File: src/rtl/mem_arbiter.sv
// Two-port memory arbiter (CPU / loader) with fixed two-cycle accesses and a turnaround cycle.
// Optional macro ARB_ROUND_ROBIN_EN: round-robin tie-break; otherwise the loader wins ties.
module mem_arbiter #(
  parameter int DataWidth = 16,
  parameter int AddrWidth = 8
) (
  input  logic                 Clk,
  input  logic                 Reset,
  input  logic                 CPU_Req,
  input  logic                 CPU_Wr,
  input  logic [AddrWidth-1:0] CPU_Addr,
  input  logic [DataWidth-1:0] CPU_DIn,
  output logic                 CPU_Gnt,
  output logic                 CPU_Done,
  output logic [DataWidth-1:0] CPU_DOut,
  input  logic                 LDR_Req,
  input  logic                 LDR_Wr,
  input  logic [AddrWidth-1:0] LDR_Addr,
  input  logic [DataWidth-1:0] LDR_DIn,
  output logic                 LDR_Gnt,
  output logic                 LDR_Done,
  output logic [DataWidth-1:0] LDR_DOut,
  output logic                 MEM_En,
  output logic                 MEM_Wr,
  output logic [AddrWidth-1:0] MEM_Addr,
  output logic [DataWidth-1:0] MEM_DOut,
  input  logic [DataWidth-1:0] MEM_DIn
);
  typedef enum logic [1:0] {S_Idle, S_Access, S_Done} state_t;

  state_t               state_q, state_d;
  logic                 owner_q, owner_d;   // 1 = loader; doubles as the last-owner pointer
  logic                 mem_en_q, mem_en_d, mem_wr_q, mem_wr_d;
  logic [AddrWidth-1:0] mem_addr_q, mem_addr_d;
  logic [DataWidth-1:0] mem_dout_q, mem_dout_d;
  logic                 cpu_gnt_q, cpu_gnt_d, ldr_gnt_q, ldr_gnt_d;
  logic                 cpu_done_q, cpu_done_d, ldr_done_q, ldr_done_d;
  logic [DataWidth-1:0] cpu_dout_q, cpu_dout_d, ldr_dout_q, ldr_dout_d;
  logic                 pick_ldr;

`ifdef ARB_ROUND_ROBIN_EN
  assign pick_ldr = LDR_Req & (~CPU_Req | ~owner_q);
`else
  assign pick_ldr = LDR_Req;
`endif

  always_comb begin
    state_d    = state_q;
    owner_d    = owner_q;
    mem_en_d   = mem_en_q;
    mem_wr_d   = mem_wr_q;
    mem_addr_d = mem_addr_q;
    mem_dout_d = mem_dout_q;
    cpu_gnt_d  = cpu_gnt_q;
    ldr_gnt_d  = ldr_gnt_q;
    cpu_done_d = cpu_done_q;
    ldr_done_d = ldr_done_q;
    cpu_dout_d = cpu_dout_q;
    ldr_dout_d = ldr_dout_q;
    case (state_q)
      S_Idle: begin
        if (CPU_Req || LDR_Req) begin
          owner_d    = pick_ldr;
          mem_addr_d = pick_ldr ? LDR_Addr : CPU_Addr;
          mem_dout_d = pick_ldr ? LDR_DIn  : CPU_DIn;
          mem_wr_d   = pick_ldr ? LDR_Wr   : CPU_Wr;
          mem_en_d   = 1'b0;
          cpu_gnt_d  = ~pick_ldr;
          ldr_gnt_d  = pick_ldr;
          state_d    = S_Access;
        end else begin
          mem_en_d = 1'b1;
          mem_wr_d = 1'b1;
        end
      end
      S_Access: begin
        // Memory strobe is active-low: high means this access was a read.
        if (mem_wr_q) begin
          if (owner_q) ldr_dout_d = MEM_DIn;
          else         cpu_dout_d = MEM_DIn;
        end
        mem_en_d   = 1'b1;
        mem_wr_d   = 1'b1;
        cpu_done_d = ~owner_q;
        ldr_done_d = owner_q;
        state_d    = S_Done;
      end
      S_Done: begin
        cpu_done_d = 1'b0;
        ldr_done_d = 1'b0;
        cpu_gnt_d  = 1'b0;
        ldr_gnt_d  = 1'b0;
        state_d    = S_Idle;
      end
      default: state_d = S_Idle;
    endcase
  end

  always_ff @(posedge Clk or negedge Reset) begin
    if (!Reset) begin
      state_q    <= S_Idle;
      owner_q    <= 1'b0;
      mem_en_q   <= 1'b1;
      mem_wr_q   <= 1'b1;
      mem_addr_q <= '0;
      mem_dout_q <= '0;
      cpu_gnt_q  <= 1'b0;
      ldr_gnt_q  <= 1'b0;
      cpu_done_q <= 1'b0;
      ldr_done_q <= 1'b0;
      cpu_dout_q <= '0;
      ldr_dout_q <= '0;
    end else begin
      state_q    <= state_d;
      owner_q    <= owner_d;
      mem_en_q   <= mem_en_d;
      mem_wr_q   <= mem_wr_d;
      mem_addr_q <= mem_addr_d;
      mem_dout_q <= mem_dout_d;
      cpu_gnt_q  <= cpu_gnt_d;
      ldr_gnt_q  <= ldr_gnt_d;
      cpu_done_q <= cpu_done_d;
      ldr_done_q <= ldr_done_d;
      cpu_dout_q <= cpu_dout_d;
      ldr_dout_q <= ldr_dout_d;
    end
  end

  assign CPU_Gnt  = cpu_gnt_q;
  assign LDR_Gnt  = ldr_gnt_q;
  assign CPU_Done = cpu_done_q;
  assign LDR_Done = ldr_done_q;
  assign CPU_DOut = cpu_dout_q;
  assign LDR_DOut = ldr_dout_q;
  assign MEM_En   = mem_en_q;
  assign MEM_Wr   = mem_wr_q;
  assign MEM_Addr = mem_addr_q;
  assign MEM_DOut = mem_dout_q;
endmodule

File: config.mk
export PLATFORM = sky130hd
export DESIGN_NAME = mem_arbiter
export DESIGN_NICKNAME = d
export VERILOG_FILES = /design/src/rtl/mem_arbiter.sv
export SDC_FILE = /design/constraint.sdc
export NUM_CORES = 1
export LEC_CHECK = 0
export ABC_AREA = 1
export ABC_CLOCK_PERIOD_IN_PS = 1400
export CORE_ASPECT_RATIO = 1.5
export CORE_MARGIN = 2
export CORE_UTILIZATION = 38
export CTS_BUF_LIST = sky130_fd_sc_hd__clkbuf_8
export CTS_CLUSTER_DIAMETER = 120
export DETAILED_ROUTE_END_ITERATION = 8
export PLACE_DENSITY = 0.88
export SYNTH_ARGS = -nofsm -noshare
export SYNTH_HDL_FRONTEND = slang
export SYNTH_SLANG_ARGS = --single-unit
File: constraint.sdc
create_clock -name Clk -period 1.4 [get_ports Clk]
set_input_delay 0.14 -clock Clk [delete_from_list [all_inputs] [get_ports Clk]]
set_output_delay 0.14 -clock Clk [all_outputs]
set_load 0.03 [all_outputs]
==> impl_metrics.tcl, run 1 <==
set metrics [dict create \
    critPathSlowestCell "dfstp_2" \
    pre_cts_slack_ns -0.219 \
    core_um2 7270 \
    p_comb_frac 0.514 \
    hold_viol_final 0 \
    crit_family "flip-flops" \
    worstPathRequired_ns 1.26 \
    clockPowerShare 0.163 \
    clk_pin_slew_ns 0.07 \
    antenna_found_initial 0 \
    switching_share 0.451 \
    slew_headroom 0.675 \
    rrSetupSlack_ns 0.13 \
    end_kind "primary output" \
    grt_max_degree 66 \
    cts_tree "done" \
    worst_ir_drop_vdd_mv 1.41 \
    ys_warn_count 0 \
    syn_nets 422 \
    start_util 0.392 \
    p_per_area_nw_per_um2 2270 \
    avgSynthCellArea_um2 8.18 \
    synth_edf_count 0 \
    critPathMaxStageDelay_ns 0.53 \
    num_antenna_cells 0 \
    root_buffer "clkbuf_8" \
    worstPathArrival_ns 1.17 \
    ant_nets 0 \
    status "completed" \
    ys_seq_area_frac 0.571 \
    io_pins 132 \
    num_vias 2745 \
    worstSetupPathType "flop to primary output" \
    viasPerCell 4.58 \
    synthFlopType "dfrtp_1" \
    wirelength_um 7940 \
    die_w_um 74.8 \
    rows 38 \
    tightest_slew_ns 0.486 \
    maxCapViolCount 0 \
    crit_chain "clkdlybuf4s15_2" \
    fp.dieH_um 110 \
    grt_pass1_wl_um 12600 \
    drc 0 \
    p_leak_nw 2.45 \
    layout_setup_ws_ns 0.0929 \
    synthDistinctLibCells 21 \
    critPathBufInv 1 \
    setup_violations 0 \
    syn_inst 349 \
    dpl.hpwl_um 5760 \
    port_buffers 131 \
    fin_nets 567 \
    utilization 0.619 \
    numCtsBuffers 9 \
    max_freq_mhz 765 \
    drt_iter0_markers 125 \
    drv_slew 0 \
    p_switching_mw 4.61 \
    post-route-period-util 0.934 \
    p_int_mw 5.61 \
    finalClockSkew_ns 0.00944 \
    clk_latency_ns 0.34 \
    stdcell_area_um2 4500 \
    hold_slack_ns 0.343 \
    layout_commonest_cell "nand2_1" \
    cts.sinks 65 \
    synth_seq_cells 65 \
    syn_to_final_growth_pct 57.7 \
    drive_above_1_share 0.0862 \
    crit_fanout 2 \
    holdCritPathClass "input port to asynchronous set/reset pin" \
    period_minus_slack_ns 1.31 \
    most-common-layout-cells "188 x nand2_1, 68 x clkdlybuf4s50_1, 63 x dfrtp_1" \
    start_kind "flop" \
    clk_path_buf_depth 2 \
    seq_power_share 0.323 \
    synthArstFlopShare 1.00 \
    netlist_area_um2 2850 \
    die-area_um2 8230 \
    first_pass_iters 4 \
    grt.overflow.total 0 \
    htreeDepth 3 \
    avgRoutedWirePerCell_um 13.3 \
    gp_congestion 0.830 \
    grt_pass1_vias 2827 \
    placed_cell_area_um2 4320 \
    grt_usage 0.205 \
    rsz0062_at_grt "false" \
]
-- cells in the mapped netlist (3+ instances only) --
library cell | count | area share
ha_1 | 3 | 0.013
o21ai_0 | 33 | 0.058
clkbuf_1 | 4 | 0.0053
nand3_1 | 5 | 0.0088
buf_6 | 5 | 0.020
nand2_2 | 4 | 0.0088
inv_1 | 24 | 0.032
buf_2 | 5 | 0.0088
dfrtp_1 | 63 | 0.55
nand2_1 | 188 | 0.25
-- cell type report --
cell class	instances	area [µm²]
fillers	622	2770
clock inverters	7	80.1
multi-input cells	244	1030
repair buffers	148	1410
flip-flops and latches	65	1630
clock buffers	9	124
well taps	100	125
inverters	26	97.6
-- metrics by stage --
step | cells | setup TNS, ns | total power [mW]
4_1_cts | 597 | 0 | 10.3
3_3_place_gp | 579 | -1.99 | 8.92
2_1_floorplan | 349 | 0 | 6.60
3_5_place_dp | 579 | -3.29 | 9.13
6_report | 599 | 0 | 10.2
5_1_grt | 599 | 0 | 10.9
-- worst min-delay path, delay by kind of cell --
| kind | cells | cell delay [ns] |
|---|---|---|
| buffers and inverters | 3 | 0.95 |
-- routing by layer --
layer | vias to the layer above | GRT usage | part of all wire
met5 | - | 0 | 0
met4 | 0 | 0.0804 | 0.016
met3 | 11 | 0.0964 | 0.11
met2 | 111 | 0.346 | 0.50
met1 | 1264 | 0.217 | 0.38
li1 | 1359 | - | -
-- power groups by stage --
| stage | Sequential [mW] | Combinational (mW) | Clock [mW] |
|---|---|---|---|
| 6_report | 3.30 | 5.25 | 1.66 |
| 5_1_grt | 3.41 | 5.70 | 1.80 |
| 4_1_cts | 3.31 | 5.24 | 1.71 |
| 3_5_place_dp | 3.36 | 5.77 | 0 |
| 3_3_place_gp | 3.31 | 5.62 | 0 |
| 2_1_floorplan | 5.02 | 1.58 | 0 |
-- path summary, 6_finish.rpt --
path                              from           end  cells after the start
max                             MEM_En        MEM_En                      1
min                              Reset       LDR_Gnt                      3
min reg2reg                MEM_DOut[4]   MEM_DOut[4]                      2
min in group Clk           MEM_DIn[11]  LDR_DOut[11]                      3
max reg2reg                 state_q[0]  MEM_DOut[10]                      6
max in group asynchronous        Reset        MEM_Wr                      3
-- flip-flops by register name, summed over array words and instances (netlist names) --
| register | flops |
|---|---|
| CPU_DOut | 16 |
| CPU_Done | 1 |
| CPU_Gnt | 1 |
| LDR_DOut | 16 |
| LDR_Done | 1 |
| LDR_Gnt | 1 |
| MEM_Addr | 8 |
| MEM_DOut | 16 |
| MEM_En | 1 |
| MEM_Wr | 1 |
| owner_q | 1 |
| state_q | 2 |
-- repair_timing --
| action | CTS | global route |
|---|---|---|
| setup endpoints to repair | 86 | 1 |
| gates resized for setup | 64 | 0 |
| setup buffers | 0 | 2 |
| endpoints found under the hold margin | 63 | 0 |
| gates cloned | 1 | 0 |
| pin swaps | 1 | 1 |
| hold buffers | 1 | 0 |
-- logic make-up (layout without fill, tap and decap cells) --
group / after synthesis / count (layout) / share of synthesized area
and+or+nand+nor: 204 / 205 / 0.281
DFF: 65 / 65 / 0.571
buffers and inverters: 41 / 190 / 0.0706
AOI/OAI and AO/OA: 36 / 36 / 0.0640
adders and majority gates: 3 / 3 / 0.0132
Power figures use the tool's default switching activity.
==> inputs of run 2 (changes only) <==
--- a/config.mk
+++ b/config.mk
@@ -8,7 +8,10 @@
 export ABC_AREA = 1
 export ABC_CLOCK_PERIOD_IN_PS = 1400
+export CAP_MARGIN = 20
+export CELL_PAD_IN_SITES_DETAIL_PLACEMENT = 1
+export CELL_PAD_IN_SITES_GLOBAL_PLACEMENT = 1
 export CORE_ASPECT_RATIO = 1.5
 export CORE_MARGIN = 2
-export CORE_UTILIZATION = 38
+export CORE_UTILIZATION = 27
 export CTS_BUF_LIST = sky130_fd_sc_hd__clkbuf_8
 export CTS_CLUSTER_DIAMETER = 120
==> constraint.sdc (replaced) <==
create_clock -name Clk -period 1.4 [get_ports Clk]
set_input_delay 0.28 -clock Clk [delete_from_list [all_inputs] [get_ports Clk]]
set_output_delay 0.28 -clock Clk [all_outputs]
set_load 0.03 [all_outputs]
==> run 2 against run 1 <==
  * Combinational power rose by 4.2%
  * Routed wire length rose by 17%
  * Register-to-register slack got worse by 0.06 ns
==> impl_metrics.tcl, run 2 (synthesis results as in run 1) <==
set metrics [dict create \
    status "completed" \
    port_buffers 131 \
    fp.dieH_um 130 \
    setup_violations 0 \
    critPathMaxStageDelay_ns 0.38 \
    crit_fanout 2 \
    finalClockSkew_ns 0.00624 \
    start_kind "flop" \
    p_leak_nw 2.35 \
    critPathSlowestCell "dfrtp_1" \
    layout_setup_ws_ns 0.0489 \
    start_util 0.274 \
    die-area_um2 11400 \
    cts_tree "done" \
    slew_headroom 0.689 \
    die_w_um 87.9 \
    r2r-end "LDR_Gnt" \
    fillers 1234 \
    worstPathRequired_ns 1.12 \
    stdcell_area_um2 4510 \
    tightest_slew_ns 0.464 \
    layout_commonest_cell "nand2_1" \
    p_total_mw 10.6 \
    rsz0062_at_grt "true" \
    worstPathArrival_ns 1.07 \
    dpl.hpwl_um 6730 \
    io_pins 132 \
    clk_pin_slew_ns 0.07 \
    crit_chain "clkdlybuf4s15_1" \
    grt.overflow.total 0 \
    holdPathEnd "CPU_DOut[13]" \
    grt_max_degree 66 \
    worstSetupPathType "flop to primary output" \
    grt_pass1_wl_um 14700 \
    placed_cell_area_um2 4430 \
    holdCritPathClass "flop to flop" \
    first_pass_iters 4 \
    most-common-layout-cells "188 x nand2_1, 68 x clkdlybuf4s50_1, 63 x dfrtp_1" \
    worst_ir_drop_vdd_mv 1.17 \
    timing.rr.start "state_q[0]" \
    period_minus_slack_ns 1.35 \
    antenna_found_initial 0 \
    drt_iter0_markers 43 \
    ant_nets 0 \
    root_buffer "clkbuf_8" \
    avgRoutedWirePerCell_um 14.5 \
    worstHoldPathCells 2 \
    holdCritStartpoint "CPU_DOut[13]" \
    drive_above_1_share 0.188 \
    core_um2 10400 \
    wirelength_um 9320 \
    hold_viol_final 0 \
    cts.sinks 65 \
    maxCapViolCount 0 \
    end_kind "primary output" \
    rrSetupSlack_ns 0.07 \
    crit_family "flip-flops" \
    syn_to_final_growth_pct 58.1 \
    drv_slew 0 \
    rr_worst_depth 6 \
    clk_path_buf_depth 2 \
    num_vias 2845 \
    rows 46 \
    clk_latency_ns 0.34 \
    critPathBufInv 1 \
    gp_congestion 0.752 \
    numCtsBuffers 9 \
    pre_cts_slack_ns -0.360 \
    num_antenna_cells 0 \
    htreeDepth 3 \
    post-route-period-util 0.965 \
    fin_nets 567 \
    grt_pass1_vias 3134 \
    p_per_area_nw_per_um2 2340 \
    max_freq_mhz 740 \
    fin_tns_setup_ns 0 \
    drc 0 \
    viasPerCell 4.42 \
    grt_usage 0.166 \
]
## run 2: through the flow
stage	hold WS [ns]	utilization	std cells
floorplan	-0.0156	-	349
global placement	0.321	0.425	624
detailed placement	0.332	0.425	624
CTS	0.481	0.447	642
global route	0.499	0.433	643
finish	0.484	0.433	643
## run 2: how the worst max path moves through the flow
stage,startpoint,end,slack (ns),depth (start not counted)
finish,CPU_DOut[15],CPU_DOut[15],0.05,1
global placement,LDR_Req,owner_q,-0.27,4
detailed placement,LDR_Req,MEM_Addr[1],-0.36,5
CTS,LDR_DOut[1],LDR_DOut[1],0.001,1
floorplan,state_q[0],MEM_DOut[10],0.12,7
global route,state_q[0],CPU_DOut[12],-0.01,6
## run 2: cell type report
class / count / area (µm²) / area share
Clock buffer: 9 / 124 / 0.0274
Clock inverter: 7 / 86.3 / 0.0191
Inverter: 26 / 97.6 / 0.0216
Multi-Input combinational cell: 244 / 1040 / 0.231
Sequential cell: 65 / 1630 / 0.361
Tap cell: 144 / 180 / 0.0399
Timing Repair Buffer: 148 / 1350 / 0.300
## run 2: where the power goes
group	internal (mW)	switching [mW]	total, mW
combinational	1.91	3.56	5.47
clock	0.987	0.733	1.72
sequential	2.82	0.555	3.38
## run 2: what timing repair did
item,CTS,global route
gates cloned,1,0
resized for setup,118,46
endpoints found under the hold margin,63,0
setup buffers,0,1
pin swaps,1,1
setup endpoints to repair,83,48
hold buffers,1,0
## run 2: per-layer routing
layer | global-route usage | vias up | share of wire
met1 | 0.171 | 1366 | 0.37
met5 | 0 | - | 0
met4 | 0.0706 | 0 | 0.024
met3 | 0.0569 | 20 | 0.076
li1 | - | 1353 | -
met2 | 0.302 | 106 | 0.53
==> inputs of run 3 (changes only) <==
CAP_MARGIN = 25   (was 20)
==> results of run 3 <==
Final layout, timing and power as in run 2 (identical DEF).
